[config.mk]
export PLATFORM = sky130hd
export DESIGN_NAME = ctrl_seq_flat
export DESIGN_NICKNAME = d
export VERILOG_FILES = /design/src/rtl/ctrl_seq_if.sv /design/src/rtl/ctrl_seq.sv /design/src/flat_wrapper.sv
export SDC_FILE = /design/constraint.sdc
export NUM_CORES = 1
export LEC_CHECK = 0
export CAP_MARGIN = 20
export CORE_ASPECT_RATIO = 0.5
export CORE_MARGIN = 1
export CORE_UTILIZATION = 40
export DETAILED_ROUTE_END_ITERATION = 10
export PLACE_DENSITY = 0.83
export RECOVER_POWER = 25
export SYNTH_ARGS = -nofsm -noshare
export SYNTH_HDL_FRONTEND = slang
export SYNTH_SLANG_ARGS = --single-unit
[constraint.sdc]
create_clock -name Clk -period 1.4 [get_ports Clk]
set_input_delay 0.21 -clock Clk [delete_from_list [all_inputs] [get_ports Clk]]
set_output_delay 0.21 -clock Clk [all_outputs]
set_load 0.01 [all_outputs]
[src/rtl/ctrl_seq_if.sv]
// ctrl_seq_if: instruction fetch handshake between the fetch unit and the
// control sequencer.
//
// Handshake: the fetch unit drives instr/instr_valid; the sequencer drives
// instr_ready. One instruction transfers on every rising clock edge where
// instr_valid and instr_ready are both high. While instr_valid is high and
// instr_ready is low, the fetch unit holds instr steady. instr_ready does not
// depend on instr_valid.
//
// Signals:
//   instr        IW  instruction word (fetch -> sequencer)
//   instr_valid  1   instr is valid this cycle (fetch -> sequencer)
//   instr_ready  1   sequencer takes instr this cycle (sequencer -> fetch)
interface ctrl_seq_if #(
    parameter int IW = 9
);
    logic [IW-1:0] instr;
    logic          instr_valid;
    logic          instr_ready;

    modport master (output instr, output instr_valid, input instr_ready);
    modport slave  (input instr, input instr_valid, output instr_ready);
endinterface

[src/rtl/ctrl_seq.sv]
// ctrl_seq: registered control sequencer for the accumulator ISA.
// Decodes one instruction per cycle from the fetch handshake and presents
// one cycle of registered control (latency 1). LOAD with flag=1 is held for
// MEM_LAT+1 cycles to cover the data_mem read; STOP parks the sequencer in a
// sticky halt that only Reset leaves.
//
// Ports:
//   Clk, Reset    clock, synchronous active-high reset
//   fetch         instruction handshake (slave side)
//   stall         downstream hold: freezes every register, drops instr_ready
//   ctrl_valid    control outputs describe an issued instruction
//   op/flag/imm/reg_addr   registered instruction fields
//   reg_write, acc_write, reg_read, mem_to_reg, mem_read, mem_write  strobes
//   halt          sticky stop indicator
//   dbg_state     current FSM state (0 RUN, 1 MEMWAIT, 2 HALTED)
module ctrl_seq #(
    parameter int IW      = 9,
    parameter int OPW     = 4,
    parameter int FW      = IW - OPW,
    parameter int REGW    = 4,
    parameter int MEM_LAT = 1
) (
    input  logic            Clk,
    input  logic            Reset,
    ctrl_seq_if.slave       fetch,
    input  logic            stall,
    output logic            ctrl_valid,
    output logic [OPW-1:0]  op,
    output logic            flag,
    output logic [FW-1:0]   imm,
    output logic [FW-1:0]   reg_addr,
    output logic            reg_write,
    output logic            acc_write,
    output logic            reg_read,
    output logic            mem_to_reg,
    output logic            mem_read,
    output logic            mem_write,
    output logic            halt,
    output logic [1:0]      dbg_state
);
    localparam int CW = $clog2(MEM_LAT + 1);

    localparam logic [OPW-1:0] OP_OR     = OPW'(4'b0100);
    localparam logic [OPW-1:0] OP_PARITY = OPW'(4'b1010);
    localparam logic [OPW-1:0] OP_LOAD   = OPW'(4'b1011);
    localparam logic [OPW-1:0] OP_STORE  = OPW'(4'b1100);
    localparam logic [OPW-1:0] OP_SHIFT  = OPW'(4'b1101);
    localparam logic [OPW-1:0] OP_SHIFTR = OPW'(4'b1110);
    localparam logic [OPW-1:0] OP_STOP   = OPW'(4'b1111);

    typedef enum logic [1:0] {S_RUN = 2'd0, S_MEMWAIT = 2'd1, S_HALTED = 2'd2} state_t;

    state_t         state_q, state_d;
    logic [CW-1:0]  cnt_q, cnt_d;
    logic           ctrl_valid_q, ctrl_valid_d;
    logic [OPW-1:0] op_q, op_d;
    logic           flag_q, flag_d;
    logic [FW-1:0]  imm_q, imm_d;
    logic [FW-1:0]  reg_addr_q, reg_addr_d;
    logic [5:0]     strb_q, strb_d;   // {reg_write, acc_write, reg_read, mem_to_reg, mem_read, mem_write}
    logic           halt_q, halt_d;

    logic [OPW-1:0] dec_op;
    logic           dec_flag;
    logic           accept;

    assign dec_op      = fetch.instr[IW-1 -: OPW];
    assign dec_flag    = fetch.instr[FW-1];
    assign fetch.instr_ready = (state_q == S_RUN) && !stall;
    assign accept      = fetch.instr_valid && fetch.instr_ready;

    always_comb begin
        state_d      = state_q;
        cnt_d        = cnt_q;
        ctrl_valid_d = ctrl_valid_q;
        op_d         = op_q;
        flag_d       = flag_q;
        imm_d        = imm_q;
        reg_addr_d   = reg_addr_q;
        strb_d       = strb_q;
        halt_d       = halt_q;

        if (!stall) begin
            unique case (state_q)
                S_RUN: begin
                    if (accept) begin
                        ctrl_valid_d = 1'b1;
                        op_d         = dec_op;
                        flag_d       = dec_flag;
                        imm_d        = fetch.instr[FW-1:0];
                        reg_addr_d   = fetch.instr[FW-1:0];
                        strb_d       = '0;
                        if (dec_op == OP_SHIFT) imm_d[FW-1] = 1'b0;
                        // Register-indexed forms use only the low REGW bits.
                        if (dec_op == OP_OR || dec_op == OP_SHIFTR ||
                            ((dec_op == OP_LOAD || dec_op == OP_STORE) && dec_flag)) begin
                            reg_addr_d             = '0;
                            reg_addr_d[REGW-1:0]   = fetch.instr[REGW-1:0];
                        end
                        if (dec_op == OP_PARITY) begin
                            reg_addr_d             = '0;
                            reg_addr_d[REGW-1:0]   = '1;
                        end
                        unique case (dec_op)
                            4'b0000, 4'b0010, 4'b0011, 4'b1101, 4'b1010:
                                strb_d = 6'b010000;
                            4'b0001, 4'b0100, 4'b0101, 4'b0111, 4'b1110:
                                strb_d = 6'b011000;
                            4'b1011: begin
                                if (dec_flag) begin
                                    // Memory read phase; acc_write comes at the end.
                                    strb_d  = 6'b001010;
                                    cnt_d   = CW'(MEM_LAT);
                                    state_d = S_MEMWAIT;
                                end else begin
                                    strb_d = 6'b011000;
                                end
                            end
                            4'b1100: strb_d = dec_flag ? 6'b001001 : 6'b100000;
                            4'b1111: begin
                                halt_d  = 1'b1;
                                state_d = S_HALTED;
                            end
                            default: strb_d = '0;
                        endcase
                    end else begin
                        ctrl_valid_d = 1'b0;
                        strb_d       = '0;
                    end
                end
                S_MEMWAIT: begin
                    // cnt counts remaining read cycles; 1 -> enter the retire
                    // cycle, 0 -> retire cycle done, back to RUN.
                    if (cnt_q == CW'(1)) begin
                        strb_d = 6'b011110;
                        cnt_d  = '0;
                    end else if (cnt_q == '0) begin
                        ctrl_valid_d = 1'b0;
                        strb_d       = '0;
                        state_d      = S_RUN;
                    end else begin
                        cnt_d = cnt_q - CW'(1);
                    end
                end
                S_HALTED: begin
                    ctrl_valid_d = 1'b0;
                    strb_d       = '0;
                end
                default: state_d = S_RUN;
            endcase
        end
    end

    always_ff @(posedge Clk) begin
        if (Reset) begin
            state_q      <= S_RUN;
            cnt_q        <= '0;
            ctrl_valid_q <= 1'b0;
            op_q         <= '0;
            flag_q       <= 1'b0;
            imm_q        <= '0;
            reg_addr_q   <= '0;
            strb_q       <= '0;
            halt_q       <= 1'b0;
        end else begin
            state_q      <= state_d;
            cnt_q        <= cnt_d;
            ctrl_valid_q <= ctrl_valid_d;
            op_q         <= op_d;
            flag_q       <= flag_d;
            imm_q        <= imm_d;
            reg_addr_q   <= reg_addr_d;
            strb_q       <= strb_d;
            halt_q       <= halt_d;
        end
    end

    assign ctrl_valid = ctrl_valid_q;
    assign op         = op_q;
    assign flag       = flag_q;
    assign imm        = imm_q;
    assign reg_addr   = reg_addr_q;
    assign reg_write  = strb_q[5];
    assign acc_write  = strb_q[4];
    assign reg_read   = strb_q[3];
    assign mem_to_reg = strb_q[2];
    assign mem_read   = strb_q[1];
    assign mem_write  = strb_q[0];
    assign halt       = halt_q;
    assign dbg_state  = state_q;
endmodule
[src/flat_wrapper.sv]
// flat-port wrapper written by rule: the top's interface ports become plain ports
module ctrl_seq_flat 
#(
    parameter int IW      = 9,
    parameter int OPW     = 4,
    parameter int FW      = IW - OPW,
    parameter int REGW    = 4,
    parameter int MEM_LAT = 1
)
  (Clk, Reset, stall, ctrl_valid, op, flag, imm, reg_addr, reg_write, acc_write, reg_read, mem_to_reg, mem_read, mem_write, halt, dbg_state, fetch_instr, fetch_instr_valid, fetch_instr_ready);
  ctrl_seq_if #(.IW(IW)) fetch_i ();
  input  logic Clk;
  input  logic Reset;
  input  logic stall;
  output logic ctrl_valid;
  output logic [OPW-1:0] op;
  output logic flag;
  output logic [FW-1:0] imm;
  output logic [FW-1:0] reg_addr;
  output logic reg_write;
  output logic acc_write;
  output logic reg_read;
  output logic mem_to_reg;
  output logic mem_read;
  output logic mem_write;
  output logic halt;
  output logic [1:0] dbg_state;
  input wire logic [$bits(fetch_i.instr)-1:0] fetch_instr;
  input wire logic [$bits(fetch_i.instr_valid)-1:0] fetch_instr_valid;
  output wire logic [$bits(fetch_i.instr_ready)-1:0] fetch_instr_ready;
  assign fetch_i.instr = fetch_instr;
  assign fetch_i.instr_valid = fetch_instr_valid;
  assign fetch_instr_ready = fetch_i.instr_ready;
  ctrl_seq #(.IW(IW), .OPW(OPW), .FW(FW), .REGW(REGW), .MEM_LAT(MEM_LAT)) u_core (.Clk(Clk), .Reset(Reset), .fetch(fetch_i), .stall(stall), .ctrl_valid(ctrl_valid), .op(op), .flag(flag), .imm(imm), .reg_addr(reg_addr), .reg_write(reg_write), .acc_write(acc_write), .reg_read(reg_read), .mem_to_reg(mem_to_reg), .mem_read(mem_read), .mem_write(mem_write), .halt(halt), .dbg_state(dbg_state));
endmodule
After elaboration in Yosys (flattened, before gate mapping)
Cells that the tools add are included.
- bitwise gates (word level): 2
- eq/ne operators: 20
- mux-type cells: 21
- reduce and logical (&&, ||, !) cells: 19
- operators by type and width (operator ; number):
    4-bit == test, second input constant ; 6
    6-bit one-hot mux with 4 select lines ; 1
    5-bit two-way mux ; 4
    6-bit one-hot mux with 3 select lines ; 1
    4-bit by 3-bit == test with 1-bit output, second input constant ; 3
    6-bit two-way mux ; 2
    5-bit OR reduction ; 2
    4-bit by 2-bit == test with 1-bit output, second input constant ; 2
    1-bit two-way mux ; 6
    2-bit two-way mux ; 3
    2-bit != test, second input constant ; 3
    3-bit != test, second input constant ; 2
    2-bit one-hot mux with 3 select lines ; 1
    3-bit AND reduction ; 2
    6-bit AND reduction ; 1
    5-bit AND reduction ; 1
    4-bit by 1-bit == test with 1-bit output, second input constant ; 1
    4-bit logical NOT ; 1
    2-bit one-hot mux with 2 select lines ; 1
    4-bit AND reduction ; 1
    1-bit logical AND ; 3
    1-bit logical OR ; 3
    1-bit one-hot mux with 3 select lines ; 1
    3-bit nonzero test ; 1
    9 further kinds ; 10
- output and inout port bits: 26
- logic and storage cells: 71
- input bits: 13
- register bits after elaboration: 26

Longest topological paths before layout
- word-level depth: 6
- depth in mapped cells: 7
- mapped depth without buffers: 6

Worst setup path before layout
Ideal clock, no wire load.
- kind: reg-to-reg
- from: register u_core.state_q[0] (netlist: u_core.dbg_state[0])
- to: register u_core.halt_q (netlist: u_core.halt)
- arrival: 1375 ps
- slack: -102 ps
- setup time: 128 ps
- data required time: 1272 ps
- period minus slack after synthesis: 1502 ps
- path buffers: 2
- stages on the path, launching flop included: 8
- cells stage by stage: dfxtp_1 > inv_1 > ha_1 > and3b_1 > buf_4 > buf_6 > a21oi_1 > nor2_1
- cells in the longest elaborated chain, start to end: 4
- ends and longest elaborated chain (item ; RTL line ; RTL):
    start, declared ; ctrl_seq.sv:53 ; state_t state_q, state_d;
    start signal, assigned ; ctrl_seq.sv:166 ; state_q <= state_d;
    2-bit logical NOT * ; ctrl_seq.sv:69, ctrl_seq.sv:84 ;
    1-bit logical AND ; ctrl_seq.sv:69 ; assign fetch.instr_ready = (state_q == S_RUN) && !stall;
    1-bit logical AND ; ctrl_seq.sv:70 ; assign accept = fetch.instr_valid && fetch.instr_ready;
    4-bit AND reduction (no source line) * ; - ;
    end signal, assigned ; ctrl_seq.sv:174 ; halt_q <= halt_d;
    end, declared ; ctrl_seq.sv:61 ; logic halt_q, halt_d;
Mark *: on every way between the ends. The rest lies on a longest branch, timed or not.
A chain may end at the register's enable or synchronous reset.

Worst setup path in the final report
- from: register u_core.state_q[0] (netlist: u_core.dbg_state[0])
- to: register u_core.flag_q (netlist: u_core.flag)
- cells in the longest elaborated chain, start to end: 4
- ends and longest elaborated chain (item ; RTL line ; RTL):
    2-bit logical NOT * ; ctrl_seq.sv:69, ctrl_seq.sv:84 ;
    1-bit logical AND ; ctrl_seq.sv:69 ;
    1-bit logical AND ; ctrl_seq.sv:70 ;
    3-bit AND reduction (no source line) * ; - ;
    end signal, assigned ; ctrl_seq.sv:170 ; flag_q <= flag_d;
    end, declared ; ctrl_seq.sv:57 ; logic flag_q, flag_d;
Marked as above.

==> metrics.cfg <==
[run_status]
status = complete, but fails checks
violations = negative setup slack

[sta]
worst_pin_slew_ns = 0.365
fmax_ghz = 0.651
setup_viol = 13
layout_min_cycle_time_ns = 1.53
setup_slack_ns = -0.135
clock_skew_ns = 0.00461
final-hold-violation-count = 0
setup_tns_ns = -0.525
grt_setup_unrepaired = true
slew_headroom_pct = 75.7
slew_violations = 0
whs_ns = 0.457
min_period_over_period_pct = 110

[finish]
layout_common_cells = nand2_1 (31), dfxtp_1 (24), buf_4 (23)
drive_gt1_share_pct = 32.2
final_nets = 226
synthToLayoutAreaGrowth_pct = 72.1
num_antenna_cells = 0
final_common_cell = nand2_1

[synthesis]
syn_avg_cell_area_um2 = 8.08
synth_edf_count = 0
synthArstFlopShare_pct = 0
synth_cells = 150
synth_warnings = 0
synthesis.area_mm2 = 0.00121
synth_nets = 167
synth-seq-cells = 26
synth_flop_cell = dfxtp_1
seq_area_frac_synth_pct = 42.9
synth.distinct_cells = 34

[worst_setup_path]
crit_path_cell_trace = inv_2, ha_4, and3b_2, clkbuf_16, nand2_1, a21oi_1
cp_max_fo = 8
cp.buffers_inverters = 2
critPathCaptureType = flip-flop
required_ns = 1.58
criticalPathCategory = reg2reg
worstSetupStartpointType = flip-flop
slowest_delay_ns = 0.35
cp.arrival_ns = 1.72
slowest_stage = dfxtp_2
path_delay_family = simple AND/OR/NAND/NOR gates

[die]
rows = 13
core_mm2 = 0.00273
die_h_um = 40.9
die_area_mm2 = 0.00327
start_util_pct = 44.4
io_pins = 39
fp.dieW_um = 79.9

[clock_tree]
cts_htree_levels = 1
postCtsHoldBufs = 0
clkSinkCount = 26
cts_tree = yes
cts_buffer_depth = 2
worstSkewPairLatency_ns = 0.28
cts_buffers = 3
ctsRootBufferMaster = clkbuf_8
clkTransAtPathRegs_ns = 0.10

[placed_design]
globalplace.congestion = 0.811
dp_hpwl_um = 2280
portBuffers = 38

[power_and_ir_drop]
p_int_uw = 1340
p_clk_share_pct = 35.4
seq_power_share_pct = 43.9
pwr-share-comb_pct = 20.6
swShare_pct = 25.6
leakagePower_uw = 0.000904
ir_worst_vdd_v = 0.000932
switching_power_uw = 461
p_per_area_mw_per_mm2 = 865

[job]
cap_violations = 0

[route]
dr.pass1.iters = 4
drc = 0
vias = 1409
avgViaCountPerCell = 5.75
wl_per_cell_um = 18.2
drt-initial-drc-count = 82
wirelength_um = 4460
ant_nets = 0

[grt]
grt_start_max_net_pins = 27
grt_pass1_wl_um = 5050
overflow = 0
first_global_vias = 1132
grt_usage_pct = 21.1
antenna_found_initial = 0

[worst_hold_path]
hold_class = reg2reg

==> cell usage after synthesis, drive strengths merged (2+ instances only) <==
cell | instances | area (um^2)
a21oi | 20 | 100
a31oi | 4 | 25.0
and2 | 2 | 12.5
and3b | 2 | 17.5
buf | 6 | 38.8
clkbuf | 5 | 21.3
dfxtp | 26 | 521
ha | 4 | 50.1
inv | 3 | 11.3
nand2 | 34 | 128
nand3 | 9 | 45.0
nand3b | 3 | 26.3
nor2 | 8 | 30.0
o21ai | 5 | 25.0
o22ai | 4 | 25.0
==> power by group through the flow <==
stage,clock (uW),sequential (uW),combinational [uW]
floorplan,0,816,122
global placement,0,803,289
detailed placement,0,805,297
CTS,631,788,302
global route,674,796,390
finish,640,793,372
==> worst paths after layout <==
path                        from                to  slack (ns)  cells after the start
min             u_core.strb_q[5]  u_core.strb_q[5]        0.46                      2
min reg2reg     u_core.strb_q[5]  u_core.strb_q[5]        0.46                      2
max reg2reg  u_core.dbg_state[0]       u_core.flag       -0.13                      6
max          u_core.dbg_state[0]       u_core.flag       -0.13                      6
==> area by class of cell <==
class                      count  area, um^2
inverter                       3        11.3
clock inverter                 1        30.0
multi-input combinational    110         785
clock buffer                   3        41.3
timing repair buffer          65         651
sequential                    26         523
fill                         165         646
tap                           37        46.3
==> flip-flops by register name (all words and copies together) (netlist names) <==
signal and count:
u_core.strb_q 6, u_core.imm 5, u_core.reg_addr 5, u_core.op 4, u_core.dbg_state 2, u_core.cnt_q 1, u_core.ctrl_valid 1, u_core.flag 1
u_core.halt 1
==> metal layers <==
| layer | vias to the layer above | part of all wire [%] | track usage (%) |
|---|---|---|---|
| met1 | 662 | 39 | 24.6 |
| met2 | 91 | 49 | 39.1 |
| li1 | 635 | - | - |
| met3 | 21 | 8.8 | 4.89 |
| met5 | - | 0 | 0 |
| met4 | 0 | 3.2 | 10.3 |
==> what timing repair did <==
item                                   4_1_cts  5_1_grt
gates cloned                                 0        1
setup endpoints to repair                   16       41
resized for setup                           11       55
endpoints found under the hold margin        0        0
buffers inserted                             1        2
pin swaps                                    3       22
==> worst register-to-register path, stage by stage, from the launching register on <==
cell and delay, ns:
dfxtp_2 0.35, inv_2 0.09, ha_4 0.18, and3b_2 0.34, clkbuf_16 0.20, nand2_1 0.06, a21oi_1 0.23
==> logic make-up after synthesis <==
kind of cell / after synthesis / synth area share (%)
compound gates: 38 / 18.3
flops: 26 / 42.9
buf+inv: 14 / 5.88
simple gates: 67 / 28.0
fa+ha+maj: 5 / 4.95
==> per-stage QoR <==
| step | instance area (um^2) | utilization [%] | power [uW] | worst slack [ns] | std cells |
|---|---|---|---|---|---|
| finish | 2090 | 76.4 | 1800 | -0.135 | 245 |
| global placement | 1790 | 65.5 | 1090 | -0.199 | 238 |
| floorplan | 1220 | - | 939 | 0.0247 | 150 |
| global route | 2090 | 76.4 | 1860 | -0.177 | 245 |
| detailed placement | 1790 | 65.5 | 1100 | -0.262 | 238 |
| CTS | 1870 | 68.6 | 1720 | -0.00993 | 243 |
Power figures use the tool's default switching activity.
